==> src/rtl/ecc_dec_out_stage.sv <==
// rtl/ecc_dec_out_stage.sv - ECC decoder output buffer with error statistics and uncorrectable irq
module ecc_dec_out_stage #(
    parameter int DATA_WIDTH = 32,
    parameter int AMBA_WORD  = 32,
    parameter int CNT_WIDTH  = 16
) (
    input  logic                  PCLK,
    input  logic                  PRESETn,
    input  logic                  in_valid,
    output logic                  in_ready,
    input  logic [DATA_WIDTH-1:0] in_decoded_word,
    input  logic [1:0]            in_err_num,
    output logic                  out_valid,
    input  logic                  out_ready,
    output logic [DATA_WIDTH-1:0] out_data,
    output logic [1:0]            out_err_num,
    input  logic                  cnt_clr,
    input  logic                  irq_clr,
    output logic [AMBA_WORD-1:0]  word_cnt,
    output logic [AMBA_WORD-1:0]  corr_cnt,
    output logic [AMBA_WORD-1:0]  uncorr_cnt,
    output logic                  irq_uncorr
);

    logic [1:0]            occ;
    logic [DATA_WIDTH-1:0] head_data;
    logic [1:0]            head_err;
    logic [DATA_WIDTH-1:0] tail_data;
    logic [1:0]            tail_err;

    logic [CNT_WIDTH-1:0]  word_q;
    logic [CNT_WIDTH-1:0]  corr_q;
    logic [CNT_WIDTH-1:0]  uncorr_q;
    logic                  irq_q;

    logic push;
    logic pop;
    logic is_corr;
    logic is_uncorr;

    // Handshakes depend only on registered occupancy, never on out_ready
    assign in_ready  = (occ != 2'd2);
    assign out_valid = (occ != 2'd0);
    assign push      = in_valid & in_ready;
    assign pop       = out_valid & out_ready;
    assign is_corr   = (in_err_num == 2'b01);
    assign is_uncorr = in_err_num[1];

    assign out_data    = head_data;
    assign out_err_num = head_err;

    always_ff @(posedge PCLK or negedge PRESETn) begin
        if (!PRESETn) begin
            occ       <= 2'd0;
            head_data <= '0;
            head_err  <= 2'b00;
            tail_data <= '0;
            tail_err  <= 2'b00;
        end else begin
            case (occ)
                2'd0: begin
                    if (push) begin
                        head_data <= in_decoded_word;
                        head_err  <= in_err_num;
                        occ       <= 2'd1;
                    end
                end
                2'd1: begin
                    if (push && pop) begin
                        head_data <= in_decoded_word;
                        head_err  <= in_err_num;
                    end else if (push) begin
                        tail_data <= in_decoded_word;
                        tail_err  <= in_err_num;
                        occ       <= 2'd2;
                    end else if (pop) begin
                        occ       <= 2'd0;
                    end
                end
                2'd2: begin
                    // Full: in_ready is low, so only a pop can happen here
                    if (pop) begin
                        head_data <= tail_data;
                        head_err  <= tail_err;
                        occ       <= 2'd1;
                    end
                end
                default: begin
                    occ <= 2'd0;
                end
            endcase
        end
    end

    always_ff @(posedge PCLK or negedge PRESETn) begin
        if (!PRESETn) begin
            word_q   <= '0;
            corr_q   <= '0;
            uncorr_q <= '0;
        end else if (cnt_clr) begin
            word_q   <= '0;
            corr_q   <= '0;
            uncorr_q <= '0;
        end else if (push) begin
            if (word_q != '1) begin
                word_q <= word_q + 1'b1;
            end
            if (is_corr && (corr_q != '1)) begin
                corr_q <= corr_q + 1'b1;
            end
            if (is_uncorr && (uncorr_q != '1)) begin
                uncorr_q <= uncorr_q + 1'b1;
            end
        end
    end

    // A new uncorrectable word must never be lost to a coincident clear
    always_ff @(posedge PCLK or negedge PRESETn) begin
        if (!PRESETn) begin
            irq_q <= 1'b0;
        end else if (push && is_uncorr) begin
            irq_q <= 1'b1;
        end else if (irq_clr) begin
            irq_q <= 1'b0;
        end
    end

    assign irq_uncorr = irq_q;

    always_comb begin
        word_cnt                   = '0;
        corr_cnt                   = '0;
        uncorr_cnt                 = '0;
        word_cnt[CNT_WIDTH-1:0]    = word_q;
        corr_cnt[CNT_WIDTH-1:0]    = corr_q;
        uncorr_cnt[CNT_WIDTH-1:0]  = uncorr_q;
    end

endmodule

==> config.mk <==
export PLATFORM = sky130hd
export DESIGN_NAME = ecc_dec_out_stage
export DESIGN_NICKNAME = d
export VERILOG_FILES = /design/src/rtl/ecc_dec_out_stage.sv
export SDC_FILE = /design/constraint.sdc
export NUM_CORES = 1
export LEC_CHECK = 0
export BUFFER_PORTS_ARGS = -buffer_cell sky130_fd_sc_hd__buf_2
export CORE_MARGIN = 3
export CORE_UTILIZATION = 50
export DETAILED_ROUTE_END_ITERATION = 10
export PLACE_DENSITY = 0.77
export SKIP_LAST_GASP = 1
export SLEW_MARGIN = 20
export SYNTH_ARGS = -nofsm -noshare
export SYNTH_HDL_FRONTEND = slang
export SYNTH_SLANG_ARGS = --single-unit
==> constraint.sdc <==
create_clock -name PCLK -period 3.46 [get_ports PCLK]
set_clock_uncertainty 0.2 [all_clocks]
set_input_delay 0 -clock PCLK [delete_from_list [all_inputs] [get_ports PCLK]]
set_output_delay 0 -clock PCLK [all_outputs]
set_load 0.03 [all_outputs]
Word level (Yosys, flattened, before mapping)
Index checks and enable logic that the tools add are counted.
{ "totals": {"reg_bits": 119, "inputBits": 40, "out_inout_bits": 133, "word_cells": 70} }
{ "op_classes": {"add_sub_neg": 3, "eq_ne": 12, "mux": 25, "bitwise_logic": 3, "n_reduce_logical": 18} }
{ "op_table": {"columns": ["op", "n"], "rows": [
  ["two-way mux 16 bit", 9],
  ["two-way mux 32 bit", 3],
  ["one-hot mux 32 bit (3 select lines)", 1],
  ["adder 16 x 1 -> 16 bit, second input constant", 3],
  ["inequality test 16 bit, second input constant", 3],
  ["two-way mux 2 bit", 8],
  ["one-hot mux 2 bit (3 select lines)", 2],
  ["nonzero test 2 bit", 6],
  ["inequality test 2 bit, second input constant", 5],
  ["AND reduction 4 bit", 2],
  ["AND reduction 2 bit", 3],
  ["== test 2 x 1 -> 1 bit, second input constant", 2],
  ["logical AND 1 bit", 4],
  ["inequality test 3 bit, second input constant", 1],
  ["AND reduction 3 bit", 1],
  ["nonzero test 3 bit", 1],
  ["AND 1 bit", 2],
  ["== test 2 bit, second input constant", 1],
  ["zero test 2 bit", 1],
  ["two-way mux 1 bit", 2],
  ["NOT 1 bit", 1]
]} }

Longest topological paths before layout
Gate-level depths: netlist of run 1.
{ "depth": {"word_depth": 6, "mapped_depth": 8, "mapped_depth_nobuf": 5} }

Worst setup path before layout of run 1
OpenSTA, ideal clock, no wires.
{ "synth_path": {"path_kind": "register to register", "start": "register word_q[0]", "end": "register word_q[13]", "setup_ns": 0.125, "arrival_ns": 1.983, "t_required_ns": 3.135, "path_slack_ns": 1.153, "path_stages_with_launch": 8, "period_less_slack_ns": 2.307, "path_cell_list": "dfrtp_1 ha_1 and4_2 and4_1 buf_2 buf_6 nor4_1 mux2_2"} }
{ "synth_between": {"elab_chain_cells": 4, "elab_cells_between_ends": 7, "cone_classes": "add/sub: 1; eq/ne: 1; mux: 3; reduce/logical: 2"} }
{ "synth_lines": {"columns": ["element", "line", "text"], "rows": [
  ["start: declaration", "31", "logic [CNT_WIDTH-1:0] word_q;"],
  ["start signal: assignment", "106", "word_q <= word_q + 1'b1;"],
  ["adder 16 x 1 -> 16 bit", "106", null],
  ["two-way mux 16 bit", "105", "if (word_q != '1) begin"],
  ["two-way mux 16 bit", "104", "end else if (push) begin"],
  ["two-way mux 16 bit", "100", "end else if (cnt_clr) begin"]
]} }
Several ways; a longest one is shown, not always the timed one. The select of a mux whose other input is x is not followed.
A chain may end at the register's enable or synchronous reset.

Worst setup path after layout of run 1
{ "layout_path": {"start": "register occ[1]", "end": "register word_q[13]"} }
{ "layout_between": {"elab_chain_cells": 4} }
{ "layout_lines": {"columns": ["element", "line", "text"], "rows": [
  ["start: declaration", "25", "logic [1:0] occ;"],
  ["start signal: assignment", "54", "occ <= 2'd0;"],
  ["start signal: assignment", "65", "occ <= 2'd1;"],
  ["start signal: assignment", "75", "occ <= 2'd2;"],
  ["inequality test 2 bit", "42", "assign in_ready = (occ != 2'd2);"],
  ["AND 1 bit", "44", "assign push = in_valid & in_ready;"],
  ["nonzero test 2 bit (no source line)", null, null],
  ["AND reduction 2 bit (no source line)", null, null]
]} }
No other way between the ends.

==> results of run 1 <==
## logic make-up (layout without fill, tap and decap cells)
kind of cell	Yosys count	after routing	synth area share (%)
flops	119	119	48.32
mux	58	58	10.56
buf+inv	89	207	8.750
simple gates	272	272	22.07
compound gates	94	94	9.643
fa+ha+maj	3	3	0.6091
other cells	1	48	0.06084
## cells in the final DEF (no fill, tap or decap), types with 4 or more instances in the layout
cell type,Yosys,final
a21oi_1,24,24
nor2b_1,24,23
buf_2,12,123
and2_1,4,4
inv_1,6,6
dfrtp_1,119,119
o41ai_1,5,5
a31oi_1,35,35
and3_1,5,5
nand2_1,95,95
and4_1,5,5
nand4_1,9,9
a211oi_1,5,5
dlygate4sd3_1,0,40
o21ai_0,5,5
mux2_2,56,56
or4_1,18,18
nor2_1,62,61
clkinv_2,0,5
buf_4,48,4
o31ai_1,13,13
nand3_1,14,14
conb_1,1,48
nor4_1,14,14
clkbuf_16,0,17
## worst max-delay path, stage by stage (launching register included)
cell and delay, ns:
dfrtp_1 0.42, nor2b_2 0.20, inv_4 0.39, nand2_2 0.37, nor4_1 0.41, mux2_2 0.37
## per-layer routing
layer | up-vias | GRT usage, %
li1 | 2478 | -
met4 | 0 | 9.939
met1 | 2546 | 26.91
met2 | 237 | 36.63
met5 | - | 0
met3 | 23 | 5.141
## area by class of cell
class / instances / area (sq um)
fill: 921 / 4055
sequential: 119 / 2978
multi-input combinational: 475 / 2844
timing repair buffer: 168 / 1066
clock buffer: 20 / 456.7
tap: 143 / 178.9
clock inverter: 12 / 103.9
inverter: 7 / 28.78
## stage by stage
| step | area (sq um) | hold WS, ns |
|---|---|---|
| 6_report | 7656 | 0.005780 |
| 5_1_grt | 7656 | 0.08113 |
| 4_1_cts | 7656 | 0.01416 |
| 3_5_place_dp | 6695 | -0.07932 |
| 3_3_place_gp | 6695 | -0.09472 |
| 2_1_floorplan | 6340 | -0.4956 |
## what timing repair did
item | CTS | global route
resized for setup | 0 | 0
hold endpoints to repair | 143 | 0
hold buffers | 40 | 0
## report_power, final
group	internal, mW	total, mW	switching (mW)
Combinational	0.387	1.10	0.712
Sequential	1.70	1.87	0.176
Clock	1.02	1.65	0.631
## state kept, by name, indices dropped and copies added, names as in the netlist
name,cells
out_data,32
tail_data,32
corr_q,16
uncorr_q,16
word_q,16
occ,2
out_err_num,2
tail_err,2
irq_uncorr,1
## worst max-delay path by stage
stage                          startpoint                      to  slack [ns]  depth (start not counted)
finish                 occ[1]$_DFFE_PN0P_  word_q[13]$_DFFE_PN0P_        0.96                          5
floorplan           word_q[0]$_DFFE_PN0P_  word_q[13]$_DFFE_PN0P_        1.15                          7
global placement       occ[1]$_DFFE_PN0P_  word_q[15]$_DFFE_PN0P_        1.09                          5
global route           occ[1]$_DFFE_PN0P_  word_q[15]$_DFFE_PN0P_        0.81                          5
CTS                    occ[1]$_DFFE_PN0P_  word_q[13]$_DFFE_PN0P_        0.99                          5
detailed placement     occ[1]$_DFFE_PN0P_  word_q[13]$_DFFE_PN0P_         1.0                          5
==> metrics.md, run 1 <==
| Metric | Value |
|---|---|
| Clk sinks | `119` |
| Number of remaining DRC errors | `0` |
| Reported max-cap violation count | `0` |
| DR vias/cell | `between 5 and 6` |
| Most instantiated flip-flop cell in the synthesis netlist | `dfrtp_1` |
| Gp weighted congestion | `approximately 0.86` |
| Total of endpoints with negative setup slack in the final report | `0` |
| Cell area after synthesis | `6163 sq um` |
| Syn Inst Count | `636` |
| Transition time of the tightest slew-check pin | `roughly 1.0 ns` |
| Clock transition at path regs | `0.05 ns` |
| Capturing point of the worst reg2reg path | `word_q[13]$_DFFE_PN0P_` |
| Final Core Density | `65.37%` |
| Most used standard cell by instance count after synthesis | `dfrtp_1` |
| Total Power Consumption | `about 4.6 mW` |
| Fin. Hold Viols | `0` |
| Met3 WL post-DR | `1.075 mm` |
| Total detailed-routing wirelength | `around 15 mm` |
| Crit Path Class | `flop to flop` |
| Maximum fanout along the worst path | `46` |
| Post-DRT Antenna Nets | `0` |
| Vias in the first global route | `4920` |
| Net count, final | `approximately 830` |
| Crit path setup slack, layout | `0.9634 ns` |
| Number of rows in the core area | `39` |
| First-pass GRT wire length | `23.52 mm` |
| Clock root buffer | `clkbuf_16` |
| Leading cell types by total area after synthesis | `dfrtp_1, mux2_2, buf_4, nand2_1, nor2_1` |
| Power density of the placed cells | `604.0 nW/um^2` |
| GRT Util Overall | `21.86%` |
| Cts bufs inserted | `17` |
| Wire length per cell | `15.94 microns` |
| Half-perimeter wire length of the detailed placement result | `9.604 mm` |
| Antenna violations before repair | `0` |
| Maximum achievable frequency | `0.4005 GHz` |
| Top cells by count, synth | `dfrtp_1, nand2_1, nor2_1` |
| Vert. Die Dim | `117.0 microns` |
| Clock period minus final worst setup slack | `around 2.5 ns` |
| Leakage component of the power | `3.481 nW` |
| Area delta synth->final | `24.22%` |
| CTS tree | `done` |
| Synth warnings | `0` |
| Number of DRC markers in iteration 0 | `369` |
| I/O Buffers | `124` |
| Worst supply voltage drop on vdd | `approximately 0.00038 V` |
| Clock latency of the later-clocked register in the worst-skew pair | `0.41 ns` |
| Met1 wire length | `a little over 6 mm` |
| DRT Pass-1 Iters | `5` |
| Placed cells | `between 800 and 900` |
| R2R Setup Slk | `0.96 ns` |
| Post-synth cell types | `48` |
| Number of flops mapped to enable cells by yosys | `0` |
| Area share of the largest cell type after synthesis | `between 40% and 50%` |
| Mean area per synthesized cell | `about 9.7 sq um` |
| Ratio of final minimum period to clock period | `72.16%` |
| Summed negative setup slack over all endpoints | `0 ns` |
| Data arrival time at the worst-slack endpoint | `2.59 ns` |
| Met2 routed wirelength | `7.506 mm` |
| Count of H-tree levels built during CTS | `4` |
| Via count | `5284` |
| Non-filler cells in the finished layout | `944` |
| Max clock buf depth | `2` |
| Required @ worst endpoint | `approximately 3.6 ns` |
| Core area | `11710 sq um` |
| Effective utilization at floorplan | `52.63%` |
| Relative slew margins | `32.70%` |
| Fraction of synthesis flops using an asynchronous set or reset pin | `100.0%` |
| Slew Limit Fails | `0` |
| Startpoint class of the critical path | `flop` |
| Portion of the post-synthesis area used by sequential elements | `48.32%` |
| Post-Place Worst Slack | `0.9963 ns` |
| Fraction of final layout cells with drive strength greater than 1 | `between 20 and 30%` |
| Maximum number of pins on one net before global-route repair | `62` |
| Setup Fix Bufs, Post-CTS | `0` |
| Post-synthesis register bit count | `around 120` |
| Horiz. Die Dim | `117.0 microns` |
| Status | `finished clean` |
| Area of the die | `13690 sq um` |
| RSZ-0062 raised after global routing | `no` |
| R2r startpoint | `occ[1]$_DFFE_PN0P_` |
| Residual overflow from global routing | `0` |
| IO Pins | `173` |
| Number of antenna repair diodes | `0` |
| Capturing element type of the critical path | `flop` |
| Library cell occupying the most area in the post-synthesis netlist | `dfrtp_1` |
| R2R cell count | `5` |
| Topmost layer with routed signal wires | `met4` |
| Classification of the worst-slack hold path | `primary input to async pin` |
Power figures use the tool's default switching activity.
==> inputs of run 2 (changes only) <==
clock period = 2.3 ns   (was 3.46 ns; I/O delays follow)
==> metrics.md, run 2 (synthesis gave the netlist of run 1 again) <==
| Metric | Value |
|---|---|
| Status | `finished clean` |
| IO Pins | `173 (unchanged)` |
| Core area | `11710 sq um (unchanged)` |
| Vias in the first global route | `5127 (+4.2%)` |
| Clk sinks | `119 (unchanged)` |
| Total of endpoints with negative setup slack in the final report | `0 (unchanged)` |
| Max clock buf depth | `2 (unchanged)` |
| Crit Path Class | `flop to flop` |
| Capturing element type of the critical path | `flop` |
| Number of rows in the core area | `39 (unchanged)` |
| I/O Buffers | `124 (unchanged)` |
| Cell depth of the worst min-delay path | `3` |
| Half-perimeter wire length of the detailed placement result | `9.876 mm (+2.8%)` |
| First-pass GRT wire length | `25.00 mm (+6.3%)` |
| Number of remaining DRC errors | `0 (unchanged)` |
| DRT Pass-1 Iters | `5 (unchanged)` |
| Leakage component of the power | `3.557 nW (+2.2%)` |
| Transition time of the tightest slew-check pin | `0.8061 ns (-0.2010 ns)` |
| Maximum achievable frequency | `0.4547 GHz (+14%)` |
| Post-DRT Antenna Nets | `0 (unchanged)` |
| Most frequent cells in the layout | `buf_2, dfrtp_1, nand2_1, nor2_1, mux2_2` |
| Antenna violations before repair | `0 (unchanged)` |
| Horiz. Die Dim | `117.0 microns (unchanged)` |
| Via count | `5343 (+1.1%)` |
| Wire length per cell | `16.08 microns (+0.89%)` |
| Total detailed-routing wirelength | `15.34 mm (+2.0%)` |
| Residual overflow from global routing | `0 (unchanged)` |
| Effective utilization at floorplan | `52.63% (unchanged)` |
| Ratio of final minimum period to clock period | `95.62% (+23 points)` |
| Count of H-tree levels built during CTS | `4 (unchanged)` |
| Total area of multi-input combinational cells | `2845 sq um (about the same)` |
| Filler cell count | `882 (-4.2%)` |
| Maximum number of pins on one net before global-route repair | `66 (+6.5%)` |
| Cts bufs inserted | `17 (unchanged)` |
| Startpoint class of the critical path | `flop` |
| Vert. Die Dim | `117.0 microns (unchanged)` |
| Crit path setup slack, layout | `0.1008 ns (-0.8625 ns)` |
| Setup Fix Bufs, Post-CTS | `0 (unchanged)` |
| Reported max-cap violation count | `0 (unchanged)` |
| Maximum fanout along the worst path | `11 (-76%)` |
| Summed negative setup slack over all endpoints | `0 ns (unchanged)` |
| Classification of the worst-slack hold path | `primary input to flop` |
| CTS tree | `done` |
| Leading cell type in the layout, fill and taps excluded | `buf_2` |
| Slew Limit Fails | `0 (unchanged)` |
| Worst supply voltage drop on vdd | `0.0007079 V (+86%)` |
| Total Power Consumption | `7.181 mW (+55%)` |
| Number of DRC markers in iteration 0 | `483 (+31%)` |
| Gp weighted congestion | `0.8635 (+0.81%)` |
| Storage cell area | `2979 sq um (about the same)` |
| Clock latency of the later-clocked register in the worst-skew pair | `0.41 ns (about the same)` |
| Fin. Hold Viols | `0 (unchanged)` |
| R2R cell count | `6 (+1)` |
| DR vias/cell | `5.601 (about the same)` |
| GRT Util Overall | `23.22% (+1.4 points)` |
| Post-Place Worst Slack | `0.1092 ns (-0.8871 ns)` |
| Data arrival time at the worst-slack endpoint | `2.34 ns (-0.25 ns)` |
| Area of the die | `13690 sq um (unchanged)` |
| Required @ worst endpoint | `2.44 ns (-1.11 ns)` |
| Relative slew margins | `46.08% (+13 points)` |
| RSZ-0062 raised after global routing | `no` |
| Area delta synth->final | `26.82%` |
| Net count, final | `842 (+1.3%)` |
| Power density of the placed cells | `918.7 nW/um^2 (+52%)` |
| Number of antenna repair diodes | `0 (unchanged)` |
| Fraction of final layout cells with drive strength greater than 1 | `29.72% (+1.0 points)` |
| Clock root buffer | `clkbuf_16` |
| Clock period minus final worst setup slack | `2.199 ns (-0.2975 ns)` |
| Clock transition at path regs | `0.05 ns (about the same)` |
[run 2: cell types whose count changed in the layout (fill, tap and decap cells not counted), sizes merged]
cell         delta
clkinvlp        +1
dlygate4sd3     +2
clkbuf          -1
bufinv          +2
clkinv          -3
buf             +9
[run 2: repair_timing]
item | CTS | global route
hold buffers | 42 | 0
setup endpoints to repair | 0 | 2
endpoints found under the hold margin | 205 | 0
gates resized for setup | 0 | 1
[run 2: path summary, 6_finish.rpt]
| kind | slack, ns | endpoint | start |
|---|---|---|---|
| setup / recovery | 0.10 | word_q[10]$_DFFE_PN0P_ | word_q[1]$_DFFE_PN0P_ |
| hold / removal | 0.17 | tail_data[17]$_DFFE_PN0P_ | in_decoded_word[17] |
| setup reg to reg | 0.10 | word_q[10]$_DFFE_PN0P_ | word_q[1]$_DFFE_PN0P_ |
| hold reg to reg | 0.31 | tail_data[15]$_DFFE_PN0P_ | tail_data[15]$_DFFE_PN0P_ |
| max in group asynchronous | 0.24 | uncorr_q[9]$_DFFE_PN0P_ | PRESETn |
| min in group asynchronous | 0.49 | tail_data[18]$_DFFE_PN0P_ | PRESETn |
[run 2: where the power goes]
| part | switching, mW | internal [mW] |
|---|---|---|
| clock network | 0.947 | 1.75 |
| logic | 1.07 | 0.601 |
| registers | 0.256 | 2.55 |
| total | 2.28 | 4.90 |
[run 2: layout make-up]
type                       count  share of cell area, %
timing repair buffer         179                  15.08
clock inverter                12                  1.953
inverter                       7                 0.3682
tap                          143                  2.289
clock buffer                  19                  5.795
sequential                   119                  38.11
multi-input combinational    475                  36.40
[run 2: worst max-delay path, stage by stage, from the launching register on]
cell and delay (ns):
dfrtp_1 0.41, ha_1 0.22, and4_2 0.21, and4_2 0.25
buf_4 0.18, or4_1 0.48, a21oi_1 0.17
[run 2: stage by stage]
stage	utilization [%]	hold WS (ns)	instances	area, sq um
6_report	66.74	0.1724	954	7816
5_1_grt	66.74	0.1678	954	7816
4_1_cts	66.73	0.1479	954	7815
3_5_place_dp	57.97	-0.3068	881	6789
3_3_place_gp	57.97	-0.3057	881	6789
2_1_floorplan	-	-0.4956	683	6341
[run 2: per-layer routing]
layer / wire [microns] / global-route usage [%] / vias up / share of wire [%]
met5: 0 / 0 / - / 0
met4: 312 / 9.862 / 0 / 2.0
met3: 791 / 5.296 / 24 / 5.2
met2: 7720 / 38.34 / 193 / 50
met1: 6515 / 29.50 / 2625 / 42
li1: - / - / 2501 / -
==> inputs of run 3 (changes only) <==
--- a/config.mk
+++ b/config.mk
@@ -12,5 +12,4 @@
 export PLACE_DENSITY = 0.77
 export SKIP_LAST_GASP = 1
-export SLEW_MARGIN = 20
 export SYNTH_ARGS = -nofsm -noshare
 export SYNTH_HDL_FRONTEND = slang
--- a/constraint.sdc
+++ b/constraint.sdc
@@ -3,3 +3,3 @@
 set_input_delay 0 -clock PCLK [delete_from_list [all_inputs] [get_ports PCLK]]
 set_output_delay 0 -clock PCLK [all_outputs]
-set_load 0.03 [all_outputs]
+set_load 0.005 [all_outputs]
==> metrics.md, run 3 (synthesis gave the netlist of run 1 again) <==
| Metric | Value |
|---|---|
| Ratio of final minimum period to clock period | `95.55% (about the same)` |
| Vias in the first global route | `5033 (-1.8%)` |
| Leading cell type in the layout, fill and taps excluded | `buf_2` |
| Maximum fanout along the worst path | `19 (+8)` |
| DR vias/cell | `5.549 (-0.91%)` |
| Count of H-tree levels built during CTS | `4 (unchanged)` |
| Fin. Hold Viols | `11 (+11)` |
| Number of rows in the core area | `39 (unchanged)` |
| Half-perimeter wire length of the detailed placement result | `9.856 mm (-0.21%)` |
| Maximum achievable frequency | `0.4551 GHz (about the same)` |
| Required @ worst endpoint | `2.40 ns (-0.04 ns)` |
| First-pass GRT wire length | `24.89 mm (-0.44%)` |
| Total area of multi-input combinational cells | `2869 sq um (+0.84%)` |
| Cts bufs inserted | `17 (unchanged)` |
| Filler cell count | `887 (+0.57%)` |
| Clock latency of the later-clocked register in the worst-skew pair | `0.41 ns (about the same)` |
| Area of the die | `13690 sq um (unchanged)` |
| Number of remaining DRC errors | `0 (unchanged)` |
| Effective utilization at floorplan | `52.63% (unchanged)` |
| Failing checks | `negative hold slack` |
| Post-DRT Antenna Nets | `0 (unchanged)` |
| Storage cell area | `2978 sq um (about the same)` |
| Antenna violations before repair | `0 (unchanged)` |
| Maximum number of pins on one net before global-route repair | `120 (+82%)` |
| Classification of the worst-slack hold path | `primary input to async pin` |
| Final Core Density | `66.44% (-0.30 points)` |
| Reported max-cap violation count | `0 (unchanged)` |
| Vert. Die Dim | `117.0 microns (unchanged)` |
| CTS tree | `done` |
| Fraction of final layout cells with drive strength greater than 1 | `29.62% (-0.10 points)` |
| Transition time of the tightest slew-check pin | `0.6860 ns (-0.1201 ns)` |
| RSZ-0062 raised after global routing | `yes` |
| Clock transition at path regs | `0.05 ns (about the same)` |
| Relative slew margins | `54.27% (+8.2 points)` |
| Delay of the slowest critical-path stage | `0.43 ns (-0.05 ns)` |
| Buf+Inv Stages, Crit Path | `1 (unchanged)` |
| I/O Buffers | `124 (unchanged)` |
| Gp weighted congestion | `0.8837 (+2.3%)` |
| Leakage component of the power | `3.534 nW (-0.65%)` |
| Summed negative setup slack over all endpoints | `0 ns (unchanged)` |
| Post-Place Worst Slack | `0.07990 ns (-0.02925 ns)` |
| Placed cells | `880 (-0.11%)` |
| Data arrival time at the worst-slack endpoint | `2.29 ns (-0.05 ns)` |
| Crit path cell chain | `nor2b_2 > inv_4 > nand3_1 > nor4bb_1 > mux2_2` |
| Number of antenna repair diodes | `0 (unchanged)` |
| Setup Fix Bufs, Post-CTS | `0 (unchanged)` |
| Power density of the placed cells | `839.4 nW/um^2 (-8.6%)` |
| Min Hold Slack | `-0.04737 ns (-0.2198 ns)` |
| GRT Util Overall | `23.09% (-0.14 points)` |
| Slew Limit Fails | `0 (unchanged)` |
| Non-filler cells in the finished layout | `950 (-0.42%)` |
| Crit Path Class | `flop to flop` |
| Capturing element type of the critical path | `flop` |
| Clock root buffer | `clkbuf_16` |
| Wire length per cell | `15.86 microns (-1.4%)` |
| Status | `finished, violations left` |
| Core area | `11710 sq um (unchanged)` |
| Clk sinks | `119 (unchanged)` |
| IO Pins | `173 (unchanged)` |
| DRT Pass-1 Iters | `5 (unchanged)` |
| Area delta synth->final | `26.25%` |
| Clock period minus final worst setup slack | `2.198 ns (-0.001590 ns)` |
| Total detailed-routing wirelength | `15.06 mm (-1.8%)` |
| Worst supply voltage drop on vdd | `0.0006379 V (-9.9%)` |
| Residual overflow from global routing | `0 (unchanged)` |
| Most frequent cells in the layout | `buf_2, dfrtp_1, nand2_1, nor2_1, mux2_2` |
| Total of endpoints with negative setup slack in the final report | `0 (unchanged)` |
| Crit path max-delay family | `simple AND/OR/NAND/NOR gates` |
| Max clock buf depth | `2 (unchanged)` |
| Via count | `5272 (-1.3%)` |
| Startpoint class of the critical path | `flop` |
| Net count, final | `839 (-0.36%)` |
| R2R Setup Slk | `0.10 ns (about the same)` |
| Number of DRC markers in iteration 0 | `335 (-31%)` |
| Crit path setup slack, layout | `0.1024 ns (+0.001590 ns)` |
| Cell with the largest stage delay on the worst path | `dfrtp_1` |
| Horiz. Die Dim | `117.0 microns (unchanged)` |
## run 3: path summary, 6_finish.rpt
check / startpoint / to / cells after the start
worst min-delay path: PRESETn / tail_data[18]$_DFFE_PN0P_ / 3
min in group PCLK: in_decoded_word[21] / tail_data[21]$_DFFE_PN0P_ / 3
worst max-delay path: occ[1]$_DFFE_PN0P_ / uncorr_q[11]$_DFFE_PN0P_ / 5
worst max register to register: occ[1]$_DFFE_PN0P_ / uncorr_q[11]$_DFFE_PN0P_ / 5
max in group asynchronous: PRESETn / word_q[9]$_DFFE_PN0P_ / 3
worst min register to register: tail_data[4]$_DFFE_PN0P_ / tail_data[4]$_DFFE_PN0P_ / 1
## run 3: layout make-up
type | count | share of cell area (%)
clock buffers | 21 | 5.917
inverters | 7 | 0.3698
well taps | 143 | 2.299
clock inverters | 9 | 1.319
repair buffers | 176 | 14.95
multi-input cells | 475 | 36.87
flip-flops and latches | 119 | 38.27
## run 3: metal layers
metal  share of wire [%]  global-route usage (%)  up-vias  routed length (microns)
li1                    -                       -     2493                        -
met1                  42                   29.14     2576                     6340
met2                  50                   38.26      177                     7562
met3                 5.8                   5.707       26                      871
met4                 1.9                   9.251        0                      291
met5                   0                       0        -                        0
## run 3: repair_timing
item,4_1_cts,5_1_grt
hold buffers,40,0
gates resized for setup,0,5
endpoints found under the setup margin,0,12
endpoints found under the hold margin,209,0
## run 3: where the power goes
group / total, mW / switching, mW / internal (mW)
clock: 2.54 / 0.913 / 1.63
combinational: 1.18 / 0.581 / 0.601
sequential: 2.81 / 0.255 / 2.55
## run 3: per-stage QoR
| stage | power, mW | cell area [sq um] |
|---|---|---|
| after floorplan | 3.510 | 6340 |
| after global placement | 3.882 | 6793 |
| after detailed placement | 3.960 | 6793 |
| after CTS | 6.574 | 7756 |
| after global routing | 6.882 | 7781 |
| final | 6.532 | 7781 |
## run 3: worst register-to-register path, stage by stage (launching register included)
cell	delay, ns
dfrtp_1	0.43
nor2b_2	0.20
inv_4	0.21
nand3_1	0.29
nor4bb_1	0.39
mux2_2	0.37
